--- config.mk ---
export PLATFORM = sky130hd
export DESIGN_NAME = c17_bist
export DESIGN_NICKNAME = d
export VERILOG_FILES = /design/src/rtl/c17_bist.sv
export SDC_FILE = /design/constraint.sdc
export NUM_CORES = 1
export LEC_CHECK = 0
export ABC_CLOCK_PERIOD_IN_PS = 1600
export CORE_MARGIN = 5
export CORE_UTILIZATION = 53
export CTS_BUF_LIST = sky130_fd_sc_hd__clkbuf_8
export DETAILED_ROUTE_END_ITERATION = 6
export PLACE_DENSITY = 0.81
export SETUP_SLACK_MARGIN = 0.15
export SKIP_CTS_REPAIR_TIMING = 1
export SLEW_MARGIN = 30
export SYNTH_ARGS = -nofsm -noshare
export SYNTH_HDL_FRONTEND = slang
export SYNTH_SLANG_ARGS = --single-unit
--- constraint.sdc ---
create_clock -name CK -period 1.6 [get_ports CK]
set_clock_uncertainty 0.05 [all_clocks]
set_input_delay 0.32 -clock CK [delete_from_list [all_inputs] [get_ports CK]]
set_output_delay 0.32 -clock CK [all_outputs]
set_load 0.02 [all_outputs]
--- src/rtl/c17_bist.sv ---
// c17_bist: built-in self-test driver for the c17 benchmark core.
// Applies PATTERNS pseudo-random 5-bit patterns, compacts {N23,N22} into an
// 8-bit MISR and compares the final signature against GOLDEN.
//
// Optional build macro: C17_BIST_EXHAUSTIVE_EN replaces the LFSR with a 5-bit
// up-counter starting at 0 (SEED ignored).
//
// Ports:
//   CK         clock, rising edge
//   RST        synchronous active-high reset
//   start      run request, honoured in IDLE or DONE only
//   busy       high while patterns are applied
//   done       one-cycle pulse at run completion
//   pass       signature == GOLDEN, valid from done until next start/RST
//   signature  current MISR contents
//   N1..N7     registered pattern bits p[4],p[3],p[2],p[1],p[0] to the core
//   N22, N23   combinational core responses
module c17_bist #(
  parameter int unsigned PATTERNS = 31,
  parameter logic [4:0]  SEED     = 5'b00001,
  parameter logic [7:0]  GOLDEN   = 8'h00
) (
  input  logic       CK,
  input  logic       RST,
  input  logic       start,
  output logic       busy,
  output logic       done,
  output logic       pass,
  output logic [7:0] signature,
  output logic       N1,
  output logic       N2,
  output logic       N3,
  output logic       N6,
  output logic       N7,
  input  logic       N22,
  input  logic       N23
);

  localparam int unsigned PW = 5;
  localparam int unsigned SW = 8;
  localparam int unsigned CW = 8;
  localparam logic [CW-1:0] LAST = CW'(PATTERNS - 1);

  typedef enum logic [1:0] {IDLE, RUN, DONE} state_t;

  state_t        state_q, state_d;
  logic [PW-1:0] pat_q, pat_d, pat_adv;
  logic [CW-1:0] cnt_q, cnt_d;
  logic [SW-1:0] misr_q, misr_d, misr_nxt;
  logic          busy_q, busy_d;
  logic          done_q, done_d;
  logic          pass_q, pass_d;

`ifdef C17_BIST_EXHAUSTIVE_EN
  // Counter mode: pattern tracks count[4:0], wrapping modulo 32.
  localparam logic [PW-1:0] PAT_INIT = 5'b00000;
  assign pat_adv = pat_q + PW'(1);
`else
  // Fibonacci LFSR, x^5+x^3+1.
  localparam logic [PW-1:0] PAT_INIT = SEED;
  assign pat_adv = {pat_q[3:0], pat_q[4] ^ pat_q[2]};
`endif

  // MISR, x^8+x^4+x^3+x^2+1, responses folded into the two low bits.
  assign misr_nxt = {misr_q[6:0], misr_q[7]}
                  ^ (misr_q[7] ? 8'h1C : 8'h00)
                  ^ {6'b0, N23, N22};

  // Next-state and next-register values.
  always_comb begin
    state_d = state_q;
    pat_d   = '0;
    cnt_d   = cnt_q;
    misr_d  = misr_q;
    busy_d  = 1'b0;
    done_d  = 1'b0;
    pass_d  = pass_q;
    case (state_q)
      IDLE, DONE: begin
        state_d = IDLE;
        if (start) begin
          state_d = RUN;
          pat_d   = PAT_INIT;
          cnt_d   = '0;
          misr_d  = '0;
          pass_d  = 1'b0;
          busy_d  = 1'b1;
        end
      end
      RUN: begin
        misr_d = misr_nxt;
        cnt_d  = cnt_q + CW'(1);
        if (cnt_q == LAST) begin
          state_d = DONE;
          done_d  = 1'b1;
          pass_d  = (misr_nxt == GOLDEN);
        end else begin
          busy_d = 1'b1;
          pat_d  = pat_adv;
        end
      end
      default: state_d = IDLE;
    endcase
  end

  // State and output registers; RST discards any partial run.
  always_ff @(posedge CK) begin
    if (RST) begin
      state_q <= IDLE;
      pat_q   <= '0;
      cnt_q   <= '0;
      misr_q  <= '0;
      busy_q  <= 1'b0;
      done_q  <= 1'b0;
      pass_q  <= 1'b0;
    end else begin
      state_q <= state_d;
      pat_q   <= pat_d;
      cnt_q   <= cnt_d;
      misr_q  <= misr_d;
      busy_q  <= busy_d;
      done_q  <= done_d;
      pass_q  <= pass_d;
    end
  end

  assign busy      = busy_q;
  assign done      = done_q;
  assign pass      = pass_q;
  assign signature = misr_q;
  assign {N1, N2, N3, N6, N7} = pat_q;

endmodule

Word level (Yosys, flattened, before mapping)
Index checks and enable logic that the tools add are counted.
{"block": "totals", "register_bits": 26, "latchBits": 0, "ram_bits": 0, "mem_bits_ro": 0, "inputBits": 5, "out_inout_bits": 16, "word_cells": 41, "n_memories": 0}
{"block": "classes", "addsub": 1, "n_mul": 0, "n_div": 0, "n_lt_le_gt_ge": 0, "n_eq_ne": 5, "shifts": 0, "n_mux": 17, "bitwise": 4, "n_reduce_logical": 7}
{"cell": "$pmux 8 s2", "n": 2}
{"cell": "$mux 5", "n": 2}
{"cell": "$pmux 5 s2", "n": 1}
{"cell": "$add 8x1->8 const B", "n": 1}
{"cell": "$eq 8x5->1 const B", "n": 1}
{"cell": "$logic_not 8->1", "n": 1}
{"cell": "$mux 8", "n": 1}
{"cell": "$xor 8x2->8", "n": 1}
{"cell": "$xor 8x5->8", "n": 1}
{"cell": "$mux 1", "n": 7}
{"cell": "$ne 2x2->1 const B", "n": 2}
{"cell": "$pmux 1 s2", "n": 2}
{"cell": "$pmux 2 s2", "n": 1}
{"cell": "$reduce_or 2->1", "n": 2}
{"cell": "$reduce_and 3->1", "n": 1}
{"cell": "$eq 2x1->1 const B", "n": 1}
{"cell": "$eq 2x2->1 const B", "n": 1}
{"cell": "$logic_not 2->1", "n": 1}
{"cell": "$mux 2", "n": 1}
{"cell": "$reduce_and 2->1", "n": 1}
{"cell": "$reduce_bool 2->1", "n": 1}
{"cell": "$not 1->1", "n": 1}
{"cell": "$xor 1x1->1", "n": 1}

Depth between registers and ports, before layout
{"block": "logic_depth", "word_depth": 6, "depth_mapped": 5, "ltp_nobuf": 5}

Least setup slack after synthesis
Ideal clock, no wire load.
{"block": "synth_timing", "path_type": "register -> register", "from": "register cnt_q[0]", "to": "register pat_q[0]", "setup_ns": 0.134, "arrival_ns": 1.266, "t_required_ns": 1.416, "path_slack_ns": 0.150, "stages_incl_launch_ff": 6, "n_path_buf": 0, "synth_period_minus_slack_ns": 1.450, "cell_sequence": "dfxtp_1 -> inv_1 -> ha_1 -> or4b_4 -> o21ai_1 -> a211oi_1"}
{"block": "synth_between", "elab_chain_cells": 3}
{"item": "start: declaration", "line": "48", "rtl": "logic [CW-1:0] cnt_q, cnt_d;"}
{"item": "start signal: assignment", "line": "119", "rtl": "cnt_q <= cnt_d;"}
{"item": "$eq 8x5->1", "line": "93", "rtl": "if (cnt_q == LAST) begin"}
{"item": "$mux 5", "line": "93"}
{"item": "$pmux 5 s2", "line": "78", "rtl": "case (state_q)"}
{"item": "end signal: assignment", "line": "118", "rtl": "pat_q <= pat_d;"}
{"item": "end: declaration", "line": "47", "rtl": "logic [PW-1:0] pat_q, pat_d, pat_adv;"}
Every way passes these cells.
A chain may end at the register's enable or synchronous reset.

Final worst setup path
{"block": "layout_timing", "from": "register cnt_q[0]", "to": "register pass_q (netlist: pass)"}
{"block": "layout_between", "elab_chain_cells": 3}
{"item": "$eq 8x5->1", "line": "93"}
{"item": "$ne 2x2->1 (no source line)"}
{"item": "$reduce_and 3->1 (no source line)"}
{"item": "end signal: assignment", "line": "123", "rtl": "pass_q <= pass_d;"}
{"item": "end: declaration", "line": "52", "rtl": "logic pass_q, pass_d;"}
Every way passes these cells.

==> impl_metrics.csv <==
group,metric,value,unit
layout,multi_input_area,653,um2
setup_path,worstPathCellList,"inv_2 > ha_4 > or4b_4 > o31ai_2 > a41o_1",
setup_path,critical-path-top-delay-family,"simple AND/OR/NAND/NOR gates",
die,core_area,2000,um2
placed_design,dp_hpwl,1.89,mm
yosys,async_flop_share,0,
pwr,power.leakage,0.851,nW
sta,drv_slew,0,
sta,relSlewSlack,0.713,
sta,final_hold_viol_count,0,
layout,drive_gt1_frac,0.236,
yosys,synth_cell_types,34,
layout,fin_nets,165,
layout,area_delta_synth_final,40.8,%
cts,clock_path_buffers,2,
grt,gr-total-overflow,0,
layout,n_antenna_cell,0,
die,dieWidth,56.5,um
layout,stdcell_count,184,
setup_path,path_class,"reg2reg",
yosys,synth_area,1140,um2
sta,tns,0,ps
cts,insertion_delay,270,ps
setup_path,crit_fanout,4,
pwr,cellPowerDensity,780,nW/um2
die,start_util,0.571,
sta,holdWs,413,ps
cts,cts_root_buf,"clkbuf_8",
cts,clock_sinks,26,
grt,grt_max_degree,16,
placed_design,port_buffers,20,
pwr,peakVddDrop,0.580,mV
yosys,synth_area_leaders,"dfxtp_1 46%, a21oi_1 7.0%, nand2_1 5.6%",
layout,seq_area,527,um2
job,cap_violations,0,
route,route.detailed.drc,0,
sta,max_freq,640,MHz
route,totalWireLength,3.09,mm
die,ios,21,
die,die_h,56.5,um
layout,final.fill_count,117,
grt,grt_usage,0.165,
sta,worst_pin_slew,425,ps
sta,min_period,1560,ps
placed_design,routabilityCongestion,0.859,
yosys,synthesis.instances,130,
setup_path,ff2ff_setup_slack,40,ps
setup_path,worst_path_largest_cell_delay,510,ps
route,avgViaCountPerCell,6.08,
die,rows,16,
route,ant_nets,0,
sta,finalCritPeriodShare,0.976,
sta,final-setup-viol-count,0,
cts,cts_tree,"built",
status,outcome,"complete, no violations",
yosys,synth_edf_count,0,
yosys,yosysTopAreaCell,"dfxtp_1",
grt,grt_antenna_before_repair,0,
setup_path,required,1760,ps
route,routedWlPerCell,16.8,um
min_path,hp-class,"reg2reg",
cts,cts_max_level,1,
placed_design,detailed_place.area,1420,um2
layout,fin_area,1610,um2
route,vias,1119,
placed_design,placedCellCount,179,
setup_path,critPathLaunchType,"flip-flop",
yosys,synth_top_area_share,0.455,
setup_path,slowest_stage,"or4b_4",
die,die_area,3190,um2
setup_path,end_kind,"flip-flop",
yosys,seq_area_frac_synth,0.455,
setup_path,crit_arrival,1720,ps
yosys,synth.avg_cell_area,8.80,um2
grt,grt_pass1_wl,4.31,mm
grt,first_global_vias,950,
yosys,synth_ff_type,"dfxtp_1",
sta,rsz0062_at_grt,"true",
yosys,synth_fp_nets,137,
cts,cts_made_buffers,3,
cts,path_clk_slew,90,ps
route,drt_iter0_drc,34,
setup_path,worst-path-buf-inv,1,
yosys,yosys_register_bits,26,
route,drt_pass1_iterations,4,
yosys,ys.warnings.count,0,
logic make-up (layout without fill, tap and decap cells):
kind of cell / Yosys count / in the layout / share of synthesized area
xor gates and xnor gates: 6 / 6 / 0.0460
AOI/OAI and AO/OA: 30 / 30 / 0.168
and+or+nand+nor: 54 / 54 / 0.256
buffers and inverters: 11 / 38 / 0.0427
DFF: 26 / 26 / 0.455
adders and majority gates: 2 / 2 / 0.0219
muxes: 1 / 1 / 0.00985
power by group:
part	internal (mW)	switching (mW)
registers	0.659	0.0112
logic	0.0669	0.0986
clock network	0.220	0.200
path summary, 6_finish.rpt:
path / end / cells after the start / from
hold / removal: pat_q[1] / 1 / pat_q[0]
setup / recovery: pass / 5 / cnt_q[0]
setup reg to reg: pass / 5 / cnt_q[0]
hold reg to reg: pat_q[1] / 1 / pat_q[0]
cell type report:
class | count | share of cell area
flip-flops and latches | 26 | 0.327
multi-input cells | 93 | 0.406
well taps | 27 | 0.0210
inverters | 2 | 0.00466
clock buffers | 4 | 0.0342
repair buffers | 32 | 0.207
state kept, by name, summed over array words and instances (netlist names):
name / count
state_q: 2
done: 1
cnt_q: 8
busy: 1
signature: 8
pat_q: 5
pass: 1
routing by layer:
| metal | up-vias | part of all wire | GRT usage |
|---|---|---|---|
| li1 | 523 | - | - |
| met1 | 541 | 0.44 | 0.218 |
| met2 | 51 | 0.47 | 0.274 |
| met3 | 4 | 0.065 | 0.0390 |
| met4 | 0 | 0.016 | 0.0305 |
| met5 | - | 0 | 0 |
through the flow:
step | utilization | power [mW] | setup slack (ps)
after CTS | 0.736 | 1.23 | -114
after floorplan | - | 0.768 | 150
after global routing | 0.804 | 1.31 | 25.4
after detailed placement | 0.709 | 0.827 | -37.9
after global placement | 0.709 | 0.822 | -7.95
final | 0.804 | 1.26 | 38.2
worst register-to-register path: stages, from the launching register on:
cell,delay (ps)
dfxtp_2,330
inv_2,60
ha_4,130
or4b_4,510
o31ai_2,220
a41o_1,200
cell usage after synthesis, types with 2 or more instances:
cell      number
dfxtp_1       26
nand2_1       17
a21oi_1       16
nand3_1       12
buf_2          6
xor2_1         6
and2_1         4
nand2b_1       4
nor4_1         4
a311oi_1       3
or4_1          3
a211oi_1       2
clkbuf_1       2
ha_1           2
inv_1          2
o21ai_0        2
o311ai_0       2
layout by cell type, fill, tap and decap left out, drive strengths merged:
cell type       n
dfxtp          26
nand2          17
dlymetal6s2s   16
a21oi          16
nand3          12
buf            12
xor2            6
and2            4
clkbuf          4
clkdlybuf4s50   4
nor4            4
nand2b          4
a311oi          3
o21ai           3
or4             3
inv             2
o311ai          2
ha              2
a211oi          2
nor3            1
nand4           1
or4b            1
o31ai           1
and2b           1
and3            1
nor4b           1
nor2b           1
a41o            1
a41oi           1
o211ai          1
or3             1
nor3b           1
nor2            1
mux2            1
Note: power is estimated with default switching activity, not from simulation.
